==> src/rtl/morse_encoder.sv <==
// Morse transmit encoder: 6-bit character codes in, ITU-timed key line out.
// Optional 4-entry input FIFO enabled with MORSE_ENC_QUEUE_EN.
module morse_encoder #(
   parameter int DASH_UNITS     = 3,
   parameter int ELEM_GAP_UNITS = 1,
   parameter int CHAR_GAP_UNITS = 3,
   parameter int WORD_GAP_UNITS = 7,
   parameter int CNT_W          = 4
) (
   input  logic       clock,
   input  logic       rst,
   input  logic       tick,
   input  logic       char_valid,
   input  logic [5:0] char_code,
   output logic       char_ready,
   output logic       key_out,
   output logic       busy,
   output logic       done,
   output logic       err
);

   typedef enum logic [2:0] {
      IDLE, MARK, ESPACE, CGAP, WGAP
   } state_t;

   localparam logic [CNT_W-1:0] DOT_L  = CNT_W'(1);
   localparam logic [CNT_W-1:0] DASH_L = CNT_W'(DASH_UNITS);
   localparam logic [CNT_W-1:0] EGAP_L = CNT_W'(ELEM_GAP_UNITS);
   localparam logic [CNT_W-1:0] CGAP_L = CNT_W'(CHAR_GAP_UNITS);
   localparam logic [CNT_W-1:0] WGAP_L = CNT_W'(WORD_GAP_UNITS);

   state_t           state;
   logic [CNT_W-1:0] cnt;
   logic [4:0]       sh;
   logic [2:0]       rem;
   logic             take;
   logic [5:0]       code;
   logic [2:0]       rom_len;
   logic [4:0]       rom_pat;
   logic [CNT_W-1:0] lim;
   logic             unit_end;

`ifdef MORSE_ENC_QUEUE_EN
   logic [5:0] fifo [4];
   logic [1:0] wr_ptr;
   logic [1:0] rd_ptr;
   logic [2:0] fill;
   logic       push;
   logic       pop;

   assign pop  = (state == IDLE) && (fill != 3'd0);
   // A pop frees a slot this cycle, so a full FIFO can still take a push.
   assign char_ready = (fill != 3'd4) || pop;
   assign push = char_valid && char_ready;
   assign take = pop;
   assign code = fifo[rd_ptr];

   always_ff @(posedge clock or posedge rst) begin
      if (rst) begin
         wr_ptr <= '0;
         rd_ptr <= '0;
         fill   <= '0;
         for (int i = 0; i < 4; i++) fifo[i] <= '0;
      end else begin
         if (push) begin
            fifo[wr_ptr] <= char_code;
            wr_ptr       <= wr_ptr + 2'd1;
         end
         if (pop) rd_ptr <= rd_ptr + 2'd1;
         fill <= fill + 3'(push) - 3'(pop);
      end
   end
`else
   assign char_ready = (state == IDLE);
   assign take = char_valid && char_ready;
   assign code = char_code;
`endif

   assign busy = (state != IDLE);

   // Pattern bits are 1=dash, 0=dot; first element sent is pat[len-1].
   always_comb begin
      rom_len = 3'd0;
      rom_pat = 5'b00000;
      case (code)
         6'd0:  begin rom_len = 3'd2; rom_pat = 5'b00001; end
         6'd1:  begin rom_len = 3'd4; rom_pat = 5'b01000; end
         6'd2:  begin rom_len = 3'd4; rom_pat = 5'b01010; end
         6'd3:  begin rom_len = 3'd3; rom_pat = 5'b00100; end
         6'd4:  begin rom_len = 3'd1; rom_pat = 5'b00000; end
         6'd5:  begin rom_len = 3'd4; rom_pat = 5'b00010; end
         6'd6:  begin rom_len = 3'd3; rom_pat = 5'b00110; end
         6'd7:  begin rom_len = 3'd4; rom_pat = 5'b00000; end
         6'd8:  begin rom_len = 3'd2; rom_pat = 5'b00000; end
         6'd9:  begin rom_len = 3'd4; rom_pat = 5'b00111; end
         6'd10: begin rom_len = 3'd3; rom_pat = 5'b00101; end
         6'd11: begin rom_len = 3'd4; rom_pat = 5'b00100; end
         6'd12: begin rom_len = 3'd2; rom_pat = 5'b00011; end
         6'd13: begin rom_len = 3'd2; rom_pat = 5'b00010; end
         6'd14: begin rom_len = 3'd3; rom_pat = 5'b00111; end
         6'd15: begin rom_len = 3'd4; rom_pat = 5'b00110; end
         6'd16: begin rom_len = 3'd4; rom_pat = 5'b01101; end
         6'd17: begin rom_len = 3'd3; rom_pat = 5'b00010; end
         6'd18: begin rom_len = 3'd3; rom_pat = 5'b00000; end
         6'd19: begin rom_len = 3'd1; rom_pat = 5'b00001; end
         6'd20: begin rom_len = 3'd3; rom_pat = 5'b00001; end
         6'd21: begin rom_len = 3'd4; rom_pat = 5'b00001; end
         6'd22: begin rom_len = 3'd3; rom_pat = 5'b00011; end
         6'd23: begin rom_len = 3'd4; rom_pat = 5'b01001; end
         6'd24: begin rom_len = 3'd4; rom_pat = 5'b01011; end
         6'd25: begin rom_len = 3'd4; rom_pat = 5'b01100; end
         6'd26: begin rom_len = 3'd5; rom_pat = 5'b11111; end
         6'd27: begin rom_len = 3'd5; rom_pat = 5'b01111; end
         6'd28: begin rom_len = 3'd5; rom_pat = 5'b00111; end
         6'd29: begin rom_len = 3'd5; rom_pat = 5'b00011; end
         6'd30: begin rom_len = 3'd5; rom_pat = 5'b00001; end
         6'd31: begin rom_len = 3'd5; rom_pat = 5'b00000; end
         6'd32: begin rom_len = 3'd5; rom_pat = 5'b10000; end
         6'd33: begin rom_len = 3'd5; rom_pat = 5'b11000; end
         6'd34: begin rom_len = 3'd5; rom_pat = 5'b11100; end
         6'd35: begin rom_len = 3'd5; rom_pat = 5'b11110; end
         default: begin rom_len = 3'd0; rom_pat = 5'b00000; end
      endcase
   end

   always_comb begin
      lim = DOT_L;
      case (state)
         MARK:    lim = sh[4] ? DASH_L : DOT_L;
         ESPACE:  lim = EGAP_L;
         CGAP:    lim = CGAP_L;
         WGAP:    lim = WGAP_L;
         default: lim = DOT_L;
      endcase
   end

   assign unit_end = tick && (cnt == lim - DOT_L);

   always_ff @(posedge clock or posedge rst) begin
      if (rst) begin
         state   <= IDLE;
         cnt     <= '0;
         sh      <= '0;
         rem     <= '0;
         key_out <= 1'b0;
         done    <= 1'b0;
         err     <= 1'b0;
      end else begin
         done <= 1'b0;
         err  <= 1'b0;
         case (state)
            IDLE: begin
               cnt <= '0;
               if (take) begin
                  if (code < 6'd36) begin
                     state   <= MARK;
                     key_out <= 1'b1;
                     // Left-align so the element in flight is always sh[4].
                     sh      <= 5'(rom_pat << (3'd5 - rom_len));
                     rem     <= rom_len - 3'd1;
                  end else if (code == 6'd36) begin
                     state <= WGAP;
                  end else begin
                     err <= 1'b1;
                  end
               end
            end
            MARK: begin
               if (unit_end) begin
                  cnt     <= '0;
                  key_out <= 1'b0;
                  state   <= (rem != 3'd0) ? ESPACE : CGAP;
               end else if (tick) begin
                  cnt <= cnt + DOT_L;
               end
            end
            ESPACE: begin
               if (unit_end) begin
                  cnt     <= '0;
                  key_out <= 1'b1;
                  sh      <= {sh[3:0], 1'b0};
                  rem     <= rem - 3'd1;
                  state   <= MARK;
               end else if (tick) begin
                  cnt <= cnt + DOT_L;
               end
            end
            CGAP, WGAP: begin
               if (unit_end) begin
                  cnt   <= '0;
                  done  <= 1'b1;
                  state <= IDLE;
               end else if (tick) begin
                  cnt <= cnt + DOT_L;
               end
            end
            default: begin
               state   <= IDLE;
               key_out <= 1'b0;
               cnt     <= '0;
            end
         endcase
      end
   end

endmodule

==> config.mk <==
export PLATFORM = sky130hd
export DESIGN_NAME = morse_encoder
export DESIGN_NICKNAME = d
export VERILOG_FILES = /design/src/rtl/morse_encoder.sv
export SDC_FILE = /design/constraint.sdc
export NUM_CORES = 1
export LEC_CHECK = 0
export CAP_MARGIN = 20
export CORE_MARGIN = 10
export CORE_UTILIZATION = 28
export CTS_CLUSTER_SIZE = 14
export DETAILED_ROUTE_END_ITERATION = 7
export PLACE_DENSITY_LB_ADDON = 0.3
export SETUP_SLACK_MARGIN = 0.2
export SYNTH_ARGS = -nofsm -noshare
export SYNTH_HDL_FRONTEND = slang
export SYNTH_SLANG_ARGS = --single-unit
==> constraint.sdc <==
create_clock -name clock -period 2.4 [get_ports clock]
set_input_delay 0.24 -clock clock [delete_from_list [all_inputs] [get_ports clock]]
set_output_delay 0.24 -clock clock [all_outputs]
set_load 0.01 [all_outputs]
==> metrics.txt, run 1 <==
Synth warnings=0; via/cell ratio=roughly 5.2; vias=about 1700; Pre-antenna DRT Iters=4; reg2reg end=rem[2]$_DFFE_PP0P_; max_slew headroom=between 50 and 60%; Initial Util=between 20% and 30%; first-pass GRT wire length=7.99 mm; largest net degree at the start of global routing=19; Worst Clk Skew=about 6.7 ps; EDFF count, synth=0; die area=~9900 um^2; Detail Placement HPWL=around 3.6 mm; FF-to-FF path depth=6; Sink Count=18; cells after synthesis=217; Finished Layout Cells=325; FF+latch count, synth=18; Setup Buffers After CTS=0; via count of the first global-routing pass=1671; crit end category=flip-flop; Cell Area, Synth=1780 um^2; r2r startpoint=state[2]$_DFFE_PP0P_; antenna violations before repair=0; # hold bufs at CTS=0; Pwr per Cell Area=between 700 and 800 nW/um^2; met2 WL=around 2.0 mm; Post-synth ARST share=100%; synth unique cells=70; register area share after synthesis=approximately 25%; Die Y=approximately 100 um; num rows=28; Final setup viols=0; RD Place Congestion=between 0.8 and 0.9; worst-path cell chain=clkdlybuf4s50_1 -> inv_2 -> ha_1 -> or2b_1 -> a21o_1 -> a221oi_1 -> o22ai_2 -> a32oi_1 -> o211ai_1; Tot Pwr=around 0.0017 W; Peak VDD IR=just under 600 uV; IO Pins=15; syn_nets=between 200 and 250; main flop type after synthesis=dfrtp_1; Startpoint Class=primary input; Post-DRT Antenna Nets=0; port bufs=14; DRC=0; final hold violation count=0; Hold Crit Class=primary input to asynchronous set/reset pin; CP max stage cell=clkdlybuf4s50_1; Layout area overhead=26.2%; Worst-Skew Late Latency=260 ps; Max Buffers Root-to-Sink=2; htree depth=1; clock slew seen by the registers of the worst setup and hold paths=about 70 ps; CTS tree=built; layout net count=between 200 and 300; TritonCTS Buffers=3; global route overflow=0; WP data arrival=around 2300 ps; clk root buf=clkbuf_8; status=completed; starting DRC count in detailed routing=slightly above 70; synthesized area per cell=8.20 um^2; WL met1=2.33 mm; share of layout cells above drive strength 1=23.6%; Achievable Freq=between 400 and 500 MHz; Routed WL=4.55 mm; diode count=0; worst-path fanout max=3; Die Wd=approximately 100 um; unrepaired setup endpoints after global routing=true; global-route usage over all layers=around a tenth; Slew Limit Fails=0; kind of critical path=primary input to flip-flop; flop2flop setup slack=approximately 350 ps; Wirelength per Cell=14.0 um; CP max stage delay=520 ps; post-route clock period utilization=between 80 and 90%; Tmin final=~2100 ps; metal3 WL=109 um; WP data required=roughly 2500 ps; number of max-cap violations=0; highest routed metal layer=met4; Cells after DPL=between 300 and 400; Least-Margin Pin Slew=693 ps; CORE AREA=6060 um^2; static leakage=between 0.9 and 1 nW; final hold slack=about 380 ps
==> what timing repair did <==
action,in CTS,in global routing
resized for setup,0,10
endpoints found under the setup margin,0,11
hold endpoints to repair,0,0
==> layout by cell type (no fill, tap or decap), drive strengths merged, types with 2 or more instances in the layout <==
cell type | netlist | routed
buf | 11 | 26
nand2 | 23 | 23
dfrtp | 18 | 18
o21ai | 17 | 17
nor2 | 16 | 16
a21oi | 13 | 13
clkdlybuf4s50 | 0 | 12
inv | 11 | 11
nor3 | 11 | 11
nand3 | 9 | 9
ha | 7 | 7
nand2b | 6 | 6
mux2i | 5 | 5
o21a | 5 | 5
o31ai | 4 | 4
clkbuf | 0 | 4
o22ai | 4 | 4
nand4 | 3 | 3
o211ai | 3 | 3
xor2 | 3 | 3
a211oi | 3 | 3
and3 | 3 | 3
or2 | 3 | 3
or2b | 2 | 2
or3b | 2 | 2
nor3b | 2 | 2
a31oi | 2 | 2
nand3b | 2 | 2
dlymetal6s2s | 0 | 2
a32oi | 2 | 2
nor2b | 2 | 2
mux2 | 2 | 2
a311oi | 2 | 2
a221oi | 2 | 2
a22oi | 2 | 2
==> flip-flops by register name, summed over array words and instances, names as in the netlist <==
signal / count
sh: 5
cnt: 4
rem: 3
state: 3
done: 1
err: 1
key_out: 1
==> through the flow <==
step                setup slack, ps  TNS [ps]  instance area (um^2)  util [%]
finish                          283         0                  2250      37.1
global placement              -56.3      -137                  2150      35.4
detailed placement            -82.9      -184                  2150      35.4
CTS                             210         0                  2200      36.3
floorplan                       509         0                  1780         -
global route                    175         0                  2250      37.1
==> worst max-delay path by stage <==
stage	slack, ps	start	end
floorplan	510	state[1]$_DFFE_PP0P_	key_out$_DFFE_PP0P_
global placement	-60	char_code[1]	rem[2]$_DFFE_PP0P_
detailed placement	-80	char_code[1]	rem[2]$_DFFE_PP0P_
CTS	210	char_code[1]	rem[2]$_DFFE_PP0P_
global route	180	char_code[0]	rem[2]$_DFFE_PP0P_
finish	280	char_code[0]	sh[3]$_DFFE_PP0P_
==> cell usage after synthesis, drive strengths merged, types with 2 or more instances <==
cell,n,area [um^2]
nand2,23,88.8
dfrtp,18,450
o21ai,17,88.8
nor2,16,62.6
a21oi,13,83.8
buf,11,75.1
inv,11,41.3
nor3,11,60.1
nand3,9,50.1
ha,7,87.6
nand2b,6,42.5
mux2i,5,50.1
o21a,5,37.5
o22ai,4,25.0
o31ai,4,30.0
a211oi,3,32.5
and3,3,18.8
nand4,3,18.8
o211ai,3,22.5
or2,3,18.8
xor2,3,33.8
a221oi,2,23.8
a22oi,2,15.0
a311oi,2,23.8
a31oi,2,12.5
a32oi,2,36.3
mux2,2,22.5
nand3b,2,15.0
nor2b,2,15.0
nor3b,2,15.0
or2b,2,15.0
or3b,2,17.5
==> final cells by class <==
| class | count | area (um^2) |
|---|---|---|
| multi-input combinational | 177 | 1250 |
| inverter | 11 | 41.3 |
| fill | 613 | 3810 |
| timing repair buffer | 40 | 353 |
| tap | 75 | 93.8 |
| sequential | 18 | 450 |
| clock buffer | 4 | 55.1 |
==> critical path, delay by kind of cell <==
kind | cells | cell delay [ps]
buffers and inverters | 2 | 600
AND/OR/NAND/NOR | 1 | 240
adder cells (fa/ha/maj) | 1 | 210
AO/OA/AOI/OAI | 5 | 980
==> power breakdown <==
part,leakage (nW),total (W),switching (W),internal [W]
sequential,0.227,0.000498,0.0000904,0.000407
clock,0.0288,0.000256,0.000110,0.000146
combinational,0.684,0.000956,0.000508,0.000448
==> routing by layer <==
layer / global-route usage [%] / vias up
met3: 1.18 / 5
met2: 14.4 / 23
li1: - / 874
met1: 13.1 / 802
met4: 3.64 / 0
met5: 0 / -
==> kinds of logic after synthesis <==
| family | Yosys count | share of synthesized area, % |
|---|---|---|
| simple gates | 88 | 26.4 |
| compound gates | 71 | 30.3 |
| flops | 18 | 25.3 |
| mux | 7 | 4.08 |
| fa+ha+maj | 7 | 4.92 |
| buf+inv | 22 | 6.54 |
| xor+xnor | 4 | 2.39 |
Note: power is estimated with default switching activity, not from simulation.
==> inputs of run 2 (changes only) <==
--- a/config.mk
+++ b/config.mk
@@ -7,7 +7,7 @@
 export LEC_CHECK = 0
 export CAP_MARGIN = 20
 export CORE_MARGIN = 10
-export CORE_UTILIZATION = 28
+export CORE_UTILIZATION = 45
 export CTS_CLUSTER_SIZE = 14
 export DETAILED_ROUTE_END_ITERATION = 7
 export PLACE_DENSITY_LB_ADDON = 0.3
==> metrics.txt, run 2 (synthesis gave the netlist of run 1 again) <==
status=completed; Worst Clk Skew=3.34 ps; flop2flop setup slack=around 350 ps; reg2reg end=rem[2]$_DFFE_PP0P_; IO Pins=15; Peak VDD IR=between 300 and 400 uV; number of max-cap violations=0; Int Power=a little under 0.001 W; cell family with most CP delay=buffers and inverters; static leakage=about 0.96 nW; max reg flops=5; largest registers=sh: 5 flops, cnt: 4 flops; CP Launch Point=char_code[2]; final hold slack=roughly 400 ps; final hold violation count=0; clock network power share=14.8%; RD Place Congestion=between 0.8 and 0.9; htree depth=1; Achievable Freq=slightly below 500 MHz; Hold Crit Class=primary input to asynchronous set/reset pin; final worst setup slack=320 ps; WP data required=~2600 ps; Reg power frac=around 30%; Startpoint Class=primary input; most frequent cells in the layout=29 x buf_4, 22 x nand2_1, 18 x dfrtp_1; sw frac=about two fifths; starting DRC count in detailed routing=about 200; largest net degree at the start of global routing=19; CTS tree=built; Worst-Skew Late Latency=about 250 ps; Final setup viols=0; # hold bufs at CTS=0; CP max stage delay=approximately 480 ps; DRC=0; Sink Count=18; most frequent CP cell=buf_4; Buf/Inv on CP=3; WP data arrival=2280 ps; worst-path fanout max=6; worst-path cell chain=clkdlybuf4s50_1 -> buf_4 -> or3_4 -> a32oi_4 -> o211ai_1 -> buf_4 -> a22o_1 -> nand2_1 -> o221a_1; via/cell ratio=between 5 and 6; via count of the first global-routing pass=approximately 1700; num rows=22; port bufs=14; global-route usage over all layers=about an eighth; Max Buffers Root-to-Sink=2; die area=6870 um^2; Wirelength per Cell=~15 um; CP max stage cell=clkdlybuf4s50_1; crit end category=flip-flop; first-pass GRT wire length=7.60 mm; Pwr per Cell Area=756 nW/um^2; kind of critical path=primary input to flip-flop; Logic pwr share=55.6%; Routed WL=between 4 and 5 mm; vias=between 1500 and 2000; share of layout cells above drive strength 1=about a quarter; Largest Register=sh; Die Y=82.9 um; Layout area overhead=25.8%; Post-DRT Antenna Nets=0; Die Wd=roughly 83 um; clock slew seen by the registers of the worst setup and hold paths=approximately 70 ps; r2r startpoint=state[0]$_DFFE_PP0P_; max_slew headroom=a little over half; Least-Margin Pin Slew=~710 ps; FF-to-FF path depth=6; commonest non-fill, non-tap cell in the layout=buf_4; post-route clock period utilization=between 80% and 90%; CORE AREA=roughly 3700 um^2; diode count=0; TritonCTS Buffers=3; Slew Limit Fails=0; global route overflow=0; layout net count=between 200 and 300; antenna violations before repair=0; clk root buf=clkbuf_8; Detail Placement HPWL=about 3.5 mm; NetSw=roughly 0.0007 W; Tmin final=between 2000 and 2500 ps; Pre-antenna DRT Iters=4; Initial Util=between 40% and 50%; unrepaired setup endpoints after global routing=false; pre-CTS setup slack=-155 ps
-- run 2: cell count changes in the layout (fill, tap and decap cells not counted), sizes merged --
cell / before / now
clkdlybuf4s50: 12 / 10
dlygate4sd2: 0 / 1
dlymetal6s2s: 2 / 3
buf: 26 / 30
-- run 2: worst max path at each step --
| stage | cells after the start | slack, ps | end |
|---|---|---|---|
| 6_report | 9 | 320 | rem[2]$_DFFE_PP0P_ |
| 4_1_cts | 8 | 220 | sh[4]$_DFFE_PP0P_ |
| 5_1_grt | 6 | 200 | key_out$_DFFE_PP0P_ |
| 3_3_place_gp | 10 | -20 | sh[4]$_DFFE_PP0P_ |
| 3_5_place_dp | 10 | -160 | sh[4]$_DFFE_PP0P_ |
| 2_1_floorplan | 6 | 510 | key_out$_DFFE_PP0P_ |
-- run 2: per-layer routing --
layer / vias up / wire length [um] / track usage (%)
met1: 799 / 2050 / 16.2
li1: 876 / - / -
met4: 0 / 37 / 4.31
met3: 4 / 244 / 1.86
met2: 52 / 2130 / 19.6
met5: - / 0 / 0
-- run 2: cell type report --
class	instances	area, um^2
inverters	11	41.3
repair buffers	44	384
well taps	48	60.1
fillers	358	1510
multi-input cells	177	1250
clock buffers	4	55.1
flip-flops and latches	18	450
-- run 2: what timing repair did --
action	4_1_cts	5_1_grt
buffers inserted	0	1
resized for setup	1	11
setup endpoints to repair	1	4
pin swaps	0	4
-- run 2: metrics by stage --
step	cells	power, W	utilization, %	area, um^2	TNS [ps]
finish	302	0.00169	59.8	2240	0
global route	302	0.00183	59.8	2240	0
CTS	301	0.00168	58.5	2190	0
detailed placement	297	0.00142	57.0	2130	-245
global placement	297	0.00141	57.0	2130	-20.3
floorplan	217	0.00112	-	1780	0
-- run 2: power by group through the flow --
stage	Combinational (W)	Clock, W	Sequential (W)
6_report	0.000942	0.000251	0.000500
5_1_grt	0.00105	0.000270	0.000512
4_1_cts	0.000925	0.000257	0.000497
3_5_place_dp	0.000922	0	0.000503
3_3_place_gp	0.000911	0	0.000499
2_1_floorplan	0.000635	0	0.000480
==> inputs of run 3 (changes only) <==
--- a/config.mk
+++ b/config.mk
@@ -12,6 +12,7 @@
 export DETAILED_ROUTE_END_ITERATION = 7
 export PLACE_DENSITY_LB_ADDON = 0.3
 export SETUP_SLACK_MARGIN = 0.2
+export SLEW_MARGIN = 20
 export SYNTH_ARGS = -nofsm -noshare
 export SYNTH_HDL_FRONTEND = slang
 export SYNTH_SLANG_ARGS = --single-unit
==> results of run 3 <==
No change in the layout: final DEF, timing and power equal those of run 2.
